## src/rtl/io_poll_master.sv

```systemverilog
// io_poll_master
//
// Bus initiator for the processor-side port of the I/O bridge. It stands in for the CPU
// in the FPGA test top. Each poll reads the DIP-switch data register and writes the value
// it read to the LED data register. Polls are started by `en` (free-running) or by a
// one-cycle `trig`.
//
// Poll sequence: StIdle -> StRaddr -> StRcap -> StWrite -> StWait -> (StRaddr | StIdle)
//   StRaddr  drive the switch address
//   StRcap   hold the address; PrRD is captured on the edge leaving this state
//   StWrite  drive the LED address and the captured data with Wr=1 for one cycle
//   StWait   count POLL_DIV cycles. A trig here cuts the wait short.
//
// All bus outputs are registered. They are computed from the next state, so each output
// lines up with the state it belongs to.
//
// Parameters:
//   SWITCH_ADDR  bridge address of the switch data register
//   LED_ADDR     bridge address of the LED data register
//   POLL_DIV     number of StWait cycles between polls (1..65535)
//
// Ports:
//   clk        in   system clock, rising edge
//   rst_n      in   asynchronous active-low reset
//   en         in   polling enable
//   trig       in   one-cycle request for an immediate poll
//   PrRD       in   [31:0] read data from the bridge (combinational from PrAddr)
//   PrAddr     out  [31:0] bus address
//   PrWD       out  [31:0] bus write data
//   Wr         out  write strobe, one cycle per write
//   BE         out  [3:0] byte enables
//   busy       out  high in StRaddr / StRcap / StWrite
//   poll_done  out  one-cycle pulse in the cycle after a write
//   last_val   out  [31:0] last value written to the LEDs
//
// Build option:
//   IO_POLL_CHANGE_ONLY_EN  when defined, a poll skips the LED write if the switch value
//                           equals last_val. The first poll after reset always writes.

module io_poll_master #(
  parameter logic [31:0] SWITCH_ADDR = 32'h0000_7F2C,
  parameter logic [31:0] LED_ADDR    = 32'h0000_7F34,
  parameter int unsigned POLL_DIV    = 16
) (
  input  logic        clk,
  input  logic        rst_n,
  input  logic        en,
  input  logic        trig,
  input  logic [31:0] PrRD,
  output logic [31:0] PrAddr,
  output logic [31:0] PrWD,
  output logic        Wr,
  output logic [3:0]  BE,
  output logic        busy,
  output logic        poll_done,
  output logic [31:0] last_val
);

  typedef enum logic [2:0] {
    StIdle,
    StRaddr,
    StRcap,
    StWrite,
    StWait
  } state_e;

  localparam logic [15:0] WaitLoad = 16'(POLL_DIV - 1);

  state_e      state_q, state_d;
  logic [15:0] cnt_q, cnt_d;
  logic [31:0] capture_q, capture_d;
  logic [31:0] praddr_q, praddr_d;
  logic [31:0] prwd_q, prwd_d;
  logic        wr_q, wr_d;
  logic [3:0]  be_q, be_d;
  logic        busy_q, busy_d;
  logic        poll_done_q, poll_done_d;
  logic [31:0] last_val_q, last_val_d;

`ifdef IO_POLL_CHANGE_ONLY_EN
  // Set after the first write since reset. Until then, the comparison against last_val
  // (which reset to 0) must not suppress a write.
  logic wrote_once_q;
  logic skip_write;

  always_ff @(posedge clk or negedge rst_n) begin
    if (!rst_n) begin
      wrote_once_q <= 1'b0;
    end else if (state_q == StWrite) begin
      wrote_once_q <= 1'b1;
    end
  end

  assign skip_write = wrote_once_q && (PrRD == last_val_q);
`endif

  // ---------------------------------------------------------------------------------------
  // State and output registers
  // ---------------------------------------------------------------------------------------
  always_ff @(posedge clk or negedge rst_n) begin
    if (!rst_n) begin
      state_q     <= StIdle;
      cnt_q       <= '0;
      capture_q   <= '0;
      praddr_q    <= '0;
      prwd_q      <= '0;
      wr_q        <= 1'b0;
      be_q        <= 4'b0000;
      busy_q      <= 1'b0;
      poll_done_q <= 1'b0;
      last_val_q  <= '0;
    end else begin
      state_q     <= state_d;
      cnt_q       <= cnt_d;
      capture_q   <= capture_d;
      praddr_q    <= praddr_d;
      prwd_q      <= prwd_d;
      wr_q        <= wr_d;
      be_q        <= be_d;
      busy_q      <= busy_d;
      poll_done_q <= poll_done_d;
      last_val_q  <= last_val_d;
    end
  end

  // ---------------------------------------------------------------------------------------
  // Next-state logic
  // ---------------------------------------------------------------------------------------
  always_comb begin
    state_d = state_q;
    cnt_d   = cnt_q;
    unique case (state_q)
      StIdle: begin
        if (en || trig) begin
          state_d = StRaddr;
        end
      end
      StRaddr: begin
        state_d = StRcap;
      end
      StRcap: begin
`ifdef IO_POLL_CHANGE_ONLY_EN
        if (skip_write) begin
          state_d = StWait;
          cnt_d   = WaitLoad;
        end else begin
          state_d = StWrite;
        end
`else
        state_d = StWrite;
`endif
      end
      StWrite: begin
        state_d = StWait;
        cnt_d   = WaitLoad;
      end
      StWait: begin
        if (trig) begin
          state_d = StRaddr;
        end else if (cnt_q == 16'd0) begin
          // en is checked only here, so a poll already in flight always finishes.
          state_d = en ? StRaddr : StIdle;
        end else begin
          cnt_d = cnt_q - 16'd1;
        end
      end
      default: begin
        state_d = StIdle;
      end
    endcase
  end

  // ---------------------------------------------------------------------------------------
  // Output logic. Registered outputs are decoded from the state being entered.
  // ---------------------------------------------------------------------------------------
  always_comb begin
    capture_d   = (state_q == StRcap) ? PrRD : capture_q;
    praddr_d    = praddr_q;
    prwd_d      = prwd_q;
    wr_d        = 1'b0;
    be_d        = 4'b0000;
    busy_d      = 1'b0;
    poll_done_d = (state_q == StWrite);
    last_val_d  = (state_q == StWrite) ? capture_q : last_val_q;
    unique case (state_d)
      StRaddr: begin
        praddr_d = SWITCH_ADDR;
        be_d     = 4'b1111;
        busy_d   = 1'b1;
      end
      StRcap: begin
        be_d   = 4'b1111;
        busy_d = 1'b1;
      end
      StWrite: begin
        // StWrite is entered only from StRcap, so capture_d holds this poll's read data.
        praddr_d = LED_ADDR;
        prwd_d   = capture_d;
        wr_d     = 1'b1;
        be_d     = 4'b1111;
        busy_d   = 1'b1;
      end
      default: begin
      end
    endcase
  end

  assign PrAddr    = praddr_q;
  assign PrWD      = prwd_q;
  assign Wr        = wr_q;
  assign BE        = be_q;
  assign busy      = busy_q;
  assign poll_done = poll_done_q;
  assign last_val  = last_val_q;

`ifndef SYNTHESIS
  a_wr_only_in_write: assert property (@(posedge clk) disable iff (!rst_n)
    Wr |-> (state_q == StWrite));
  a_wr_single_cycle: assert property (@(posedge clk) disable iff (!rst_n)
    Wr |=> !Wr);
  a_done_after_write: assert property (@(posedge clk) disable iff (!rst_n)
    poll_done |-> (state_q == StWait));
`endif

endmodule

```

## config.mk

```make
export PLATFORM = sky130hd
export DESIGN_NAME = io_poll_master
export DESIGN_NICKNAME = d
export VERILOG_FILES = /design/src/rtl/io_poll_master.sv
export SDC_FILE = /design/constraint.sdc
export NUM_CORES = 1
export LEC_CHECK = 0
export ABC_AREA = 1
export BUFFER_PORTS_ARGS = -buffer_cell sky130_fd_sc_hd__buf_4
export CORE_ASPECT_RATIO = 0.5
export CORE_MARGIN = 2
export CORE_UTILIZATION = 35
export DETAILED_ROUTE_END_ITERATION = 8
export PLACE_DENSITY = 0.68
export SLEW_MARGIN = 25
export SYNTH_ARGS = -nofsm -noshare
export SYNTH_HDL_FRONTEND = slang
export SYNTH_SLANG_ARGS = --single-unit
```

## constraint.sdc

```tcl
create_clock -name clk -period 4.5 [get_ports clk]
set_input_delay 0 -clock clk [delete_from_list [all_inputs] [get_ports clk]]
set_output_delay 0 -clock clk [all_outputs]
set_load 0.02 [all_outputs]
```

### After elaboration in Yosys (flattened, before gate mapping)

Index checks and enable logic that the tools add are counted.

| storage, ports and cells | value |
|---|---|
| logic and storage cells | 40 |
| output and inout port bits | 103 |
| register bits after elaboration | 154 |

| cells by class | value |
|---|---|
| mux-type cells | 13 |
| equality and inequality tests | 9 |
| $add $sub $neg | 1 |
| reduce and logical (&&, ||, !) cells | 7 |

Operators by type and width:

| operator | count |
|---|---|
| one-hot mux 32 bit (2 select lines) | 1 |
| 2-to-1 mux 16 bit | 2 |
| 2-to-1 mux 32 bit | 1 |
| one-hot mux 16 bit (2 select lines) | 1 |
| zero test 16 bit | 1 |
| subtractor 16 x 1 -> 16 bit (second input constant) | 1 |
| one-hot mux 3 bit (5 select lines) | 1 |
| == test 3 x 2 -> 1 bit (second input constant) | 4 |
| 2-to-1 mux 3 bit | 3 |
| == test 3 x 1 -> 1 bit (second input constant) | 2 |
| 2-to-1 mux 4 bit | 1 |
| != test 2 bit (second input constant) | 2 |
| nonzero test 2 bit | 2 |
| == test 3 bit (second input constant) | 1 |
| zero test 3 bit | 1 |
| 2-to-1 mux 1 bit | 3 |
| AND reduction 3 bit | 1 |
| OR reduction 3 bit | 1 |
| logical OR 1 bit | 1 |

### Longest topological paths before layout

| depth | value |
|---|---|
| depth after elaboration | 7 |
| depth in mapped cells | 11 |

### Least setup slack after synthesis

Ideal clock, no wire load.

| timing | value |
|---|---|
| kind | register to register |
| start | register cnt_q[0] |
| end | register cnt_q[12] |
| period minus slack after synthesis | 1.568 ns |
| path buffers | 1 |
| arrival time | 1.452 ns |
| slack | 2.932 ns |
| cell stages (with the launch flop) | 12 |
| path through | dfrtp_1 inv_1 ha_1 nand2_4 nor2_4 nand2_4 nand2_2 o21ai_4 inv_4 buf_6 nand2_1 nand2_1 |

| between the ends | value |
|---|---|
| word-level cells in the longest chain between the ends | 4 |
| elaborated cells between the ends (all ways) | 7 |

Ends and longest elaborated chain:

| element | line | RTL |
|---|---|---|
| start: declaration | 70 | `logic [15:0] cnt_q, cnt_d;` |
| start signal: assignment | 114 | `cnt_q <= cnt_d;` |
| subtractor 16 x 1 -> 16 bit | 164 | `cnt_d = cnt_q - 16'd1;` |
| 2-to-1 mux 16 bit | 160 | `end else if (cnt_q == 16'd0) begin` |
| 2-to-1 mux 16 bit | 158 | `if (trig) begin` |
| one-hot mux 16 bit (2 select lines) | 132 | `unique case (state_q)` |

Several ways; a longest one is shown, not always the timed one. The select of a mux whose other input is x is not followed.
A chain may end at the register's enable or synchronous reset.

### Final worst setup path

| timing | value |
|---|---|
| start | register state_q[0] |
| end | register cnt_q[15] |

| between the ends | value |
|---|---|
| word-level cells in the longest chain between the ends | 3 |
| elaborated cells between the ends (all ways) | 7 |

Ends and longest elaborated chain:

| element | line | RTL |
|---|---|---|
| start: declaration | 69 | `state_e state_q, state_d;` |
| start signal: assignment | 102 | `state_q <= StIdle;` |
| start signal: assignment | 113 | `state_q <= state_d;` |
| == test 3 x 2 -> 1 bit * | -- |  |
| named net poll_done_d | 77 | `logic poll_done_q, poll_done_d;` |
| nonzero test 2 bit (no source line) | -- |  |
| AND reduction 3 bit (no source line) | -- |  |

The timed path passes the listed nets; every way through them passes the cells marked *.

==> impl_metrics.csv <==
group,metric,value,unit
logic_synthesis,yosysWarnings,0,
worst_hold_path,hold_start,"en",
finish,num_antenna_cells,0,
detailed_routing,routed_wl,11300,um
global_routing,grt_max_degree,82,
floorplan,die_w,174,um
critical_path,crit_type,"register to register",
finish,fin_cells,911,
logic_synthesis,ys_types,25,
detailed_routing,vias_per_cell,4.31,
clocking,post_cts_buffers,0,
timing,setup_viol,0,
critical_path,worstPathArrival,2.77,ns
critical_path,r2r_end,"cnt_q[15]",
clocking,cts_hold_buf,34,
placed_design,dp_cells,845,
clocking,htreeDepth,4,
global_routing,antenna_found_initial,0,
finish,final.fill_count,1275,
floorplan,io_pins,139,
timing,fmax,404,MHz
clocking,worstSkewPairLatency,0.41,ns
worst_hold_path,hold_path_depth,7,
finish,fin_nets,737,
clocking,cts_root_buf,"clkbuf_16",
timing,fin_worst_skew,0.00991,ns
global_routing,grt_pass1_wl,18400,um
timing,max-slew-margin-rel,41.4,%
pwr,ir_drop,0.383,mV
timing,fin_crit,2.48,ns
clocking,cts_tree,"yes",
global_routing,grt_usage,14.9,%
worst_hold_path,hold_path.class,"primary input to register",
critical_path,cp_slowest_stage_delay,0.73,ns
placed_design,place.gp.congestion,0.803,
logic_synthesis,yosysSeqAreaShare,59.6,%
critical_path,worstPathCellList,"inv_2 -> nor3_2 -> clkinv_2 -> o21ai_4 -> inv_4 -> nand2_1 -> nand2_1",
critical_path,worstRegToRegCells,7,
timing,finalSetupTns,0,ns
detailed_routing,drtIter0Drc,212,
critical_path,crit_top_cell,"nand2_1",
timing,tightest_slew,0.879,ns
logic_synthesis,ys_ff_latch,121,
finish,areaGrowthSynthToFinish,36.3,%
detailed_routing,via_count,3922,
floorplan,die_h,89.2,um
critical_path,cp_max_fo,65,
global_routing,overflow,0,
pwr,cellLeakagePower,3.64,nW
detailed_routing,drt-pass1-iter-count,5,
critical_path,start_kind,"register",
critical_path,r2r_slack,2.02,ns
clocking,cts_sinks,121,
timing,final_max_slew_viol_count,0,
clocking,clk_pin_slew,0.06,ns
detailed_routing,wl_per_cell,12.4,um
run_status,status,"complete, no violations",
detailed_routing,antenna_left,0,
timing,hold_viol,0,
pwr,p_per_area,754,nW/um^2
critical_path,critPathCaptureType,"register",
clocking,clk_path_buf_depth,2,
floorplan,start_util,35.5,%
detailed_routing,drcViolationCount,0,
timing,rsz0062_at_grt,"no",
global_routing,grt_pass1_vias,3755,
floorplan,fp-row-count,31,
critical_path,rr_startpoint,"state_q[0]",
worst_hold_path,hold_path_end,"PrAddr[3]",
logic_synthesis,avgSynthCellArea,9.05,um^2
logic_synthesis,syn-cell-area,5080,um^2
clocking,ctsResizeCount,0,
finish,drive_gt1_share,23.4,%
logic_synthesis,syn_inst,561,
critical_path,startpoint,"state_q[0]",
placed_design,hpwl,7260,um
floorplan,die_area,15500,um^2
critical_path,cp_data_required_time,4.79,ns
clocking,cts_buffers,17,
run,maxCapViolations,0,
timing,fin_crit_sh,55.0,%
placed_design,port_buffers,117,
critical_path,slowest_stage,"clkinv_2",
floorplan,core_area,14300,um^2
cell type report:
type / instances / area [um^2] / area share, %
repair buffers: 153 / 1240 / 17.9
flip-flops and latches: 121 / 3030 / 43.8
well taps: 198 / 248 / 3.58
inverters: 48 / 184 / 2.66
clock inverters: 13 / 190 / 2.75
multi-input cells: 359 / 1590 / 23.0
clock buffers: 19 / 443 / 6.40
Yosys cell counts, drive strengths merged:
cell type	n	area share [%]
conb	1	0.074
inv	48	3.6
nand3b	1	0.15
nand3	7	0.69
nor2	39	3.3
clkbuf	6	0.44
xor2	11	1.9
ha	1	0.25
nor3	1	0.20
o21a	1	0.15
buf	47	6.5
dfrtp	121	60
o21ai	70	7.1
nand2	205	16
xnor2	2	0.34
worst max path at each step:
stage | slack, ns | endpoint
after detailed placement | 2.21 | capture_q[7]
final | 2.02 | cnt_q[15]
after global placement | 2.33 | cnt_q[7]
after global routing | 1.78 | cnt_q[6]
after floorplan | 2.93 | cnt_q[12]
after CTS | 2.17 | capture_q[10]
flip-flops by register name, indices dropped and copies added, names as in the netlist:
| signal | flops |
|---|---|
| poll_done | 1 |
| cnt_q | 16 |
| last_val | 32 |
| Wr | 1 |
| PrAddr | 3 |
| capture_q | 32 |
| PrWD | 32 |
| state_q | 3 |
| BE | 1 |
worst max-delay path, delay by kind of cell, from the launching register on:
| family | cells | cell delay [ns] |
|---|---|---|
| buf+inv | 3 | 0.95 |
| flops | 1 | 0.42 |
| compound gates | 1 | 0.56 |
| simple gates | 3 | 0.41 |
logic make-up (layout without fill, tap and decap cells):
group,after synthesis,in the layout,share of synthesized area [%]
simple gates,253,253,20.0
flops,121,121,59.6
buf+inv,101,233,10.5
compound gates,71,71,7.27
xor+xnor,13,13,2.24
fa+ha+maj,1,1,0.246
other cells,1,21,0.0738
metrics by stage:
stage / area [um^2] / hold WS [ns] / power, mW / util [%] / setup WS [ns]
finish: 6920 / 0.118 / 5.22 / 48.4 / 2.02
global route: 6920 / 0.157 / 5.59 / 48.4 / 1.78
CTS: 6920 / 0.0987 / 5.27 / 48.3 / 2.17
detailed placement: 5940 / 0.216 / 3.78 / 41.5 / 2.21
global placement: 5940 / 0.208 / 3.73 / 41.5 / 2.33
floorplan: 5150 / -0.296 / 3.04 / - / 2.93
layout by cell type, fill, tap and decap left out, types with 3 or more instances in the layout:
cell,synthesis,layout
buf_4,33,118
bufinv_16,0,4
clkbuf_16,0,17
clkinvlp_4,0,4
conb_1,1,21
dfrtp_1,121,121
dlygate4sd3_1,0,34
inv_1,44,43
inv_6,0,4
nand2_1,199,199
nand2_2,4,4
nand3_1,7,7
nor2_1,34,34
nor2_2,3,3
o21ai_0,53,53
o21ai_1,16,16
xor2_1,11,11
power by group:
group	total (mW)	internal (mW)	leakage, nW	switching (mW)
combinational	1.97	0.722	1.84	1.25
clock	1.44	0.947	0.297	0.492
sequential	1.81	1.57	1.51	0.243
total	5.22	3.24	3.64	1.98
routing by layer:
layer / global-route usage, % / part of all wire, %
met1: 18.2 / 43
met4: 6.49 / 1.5
met5: 0 / 0
met2: 26.0 / 51
met3: 3.44 / 3.8
Note: power is estimated with default switching activity, not from simulation.
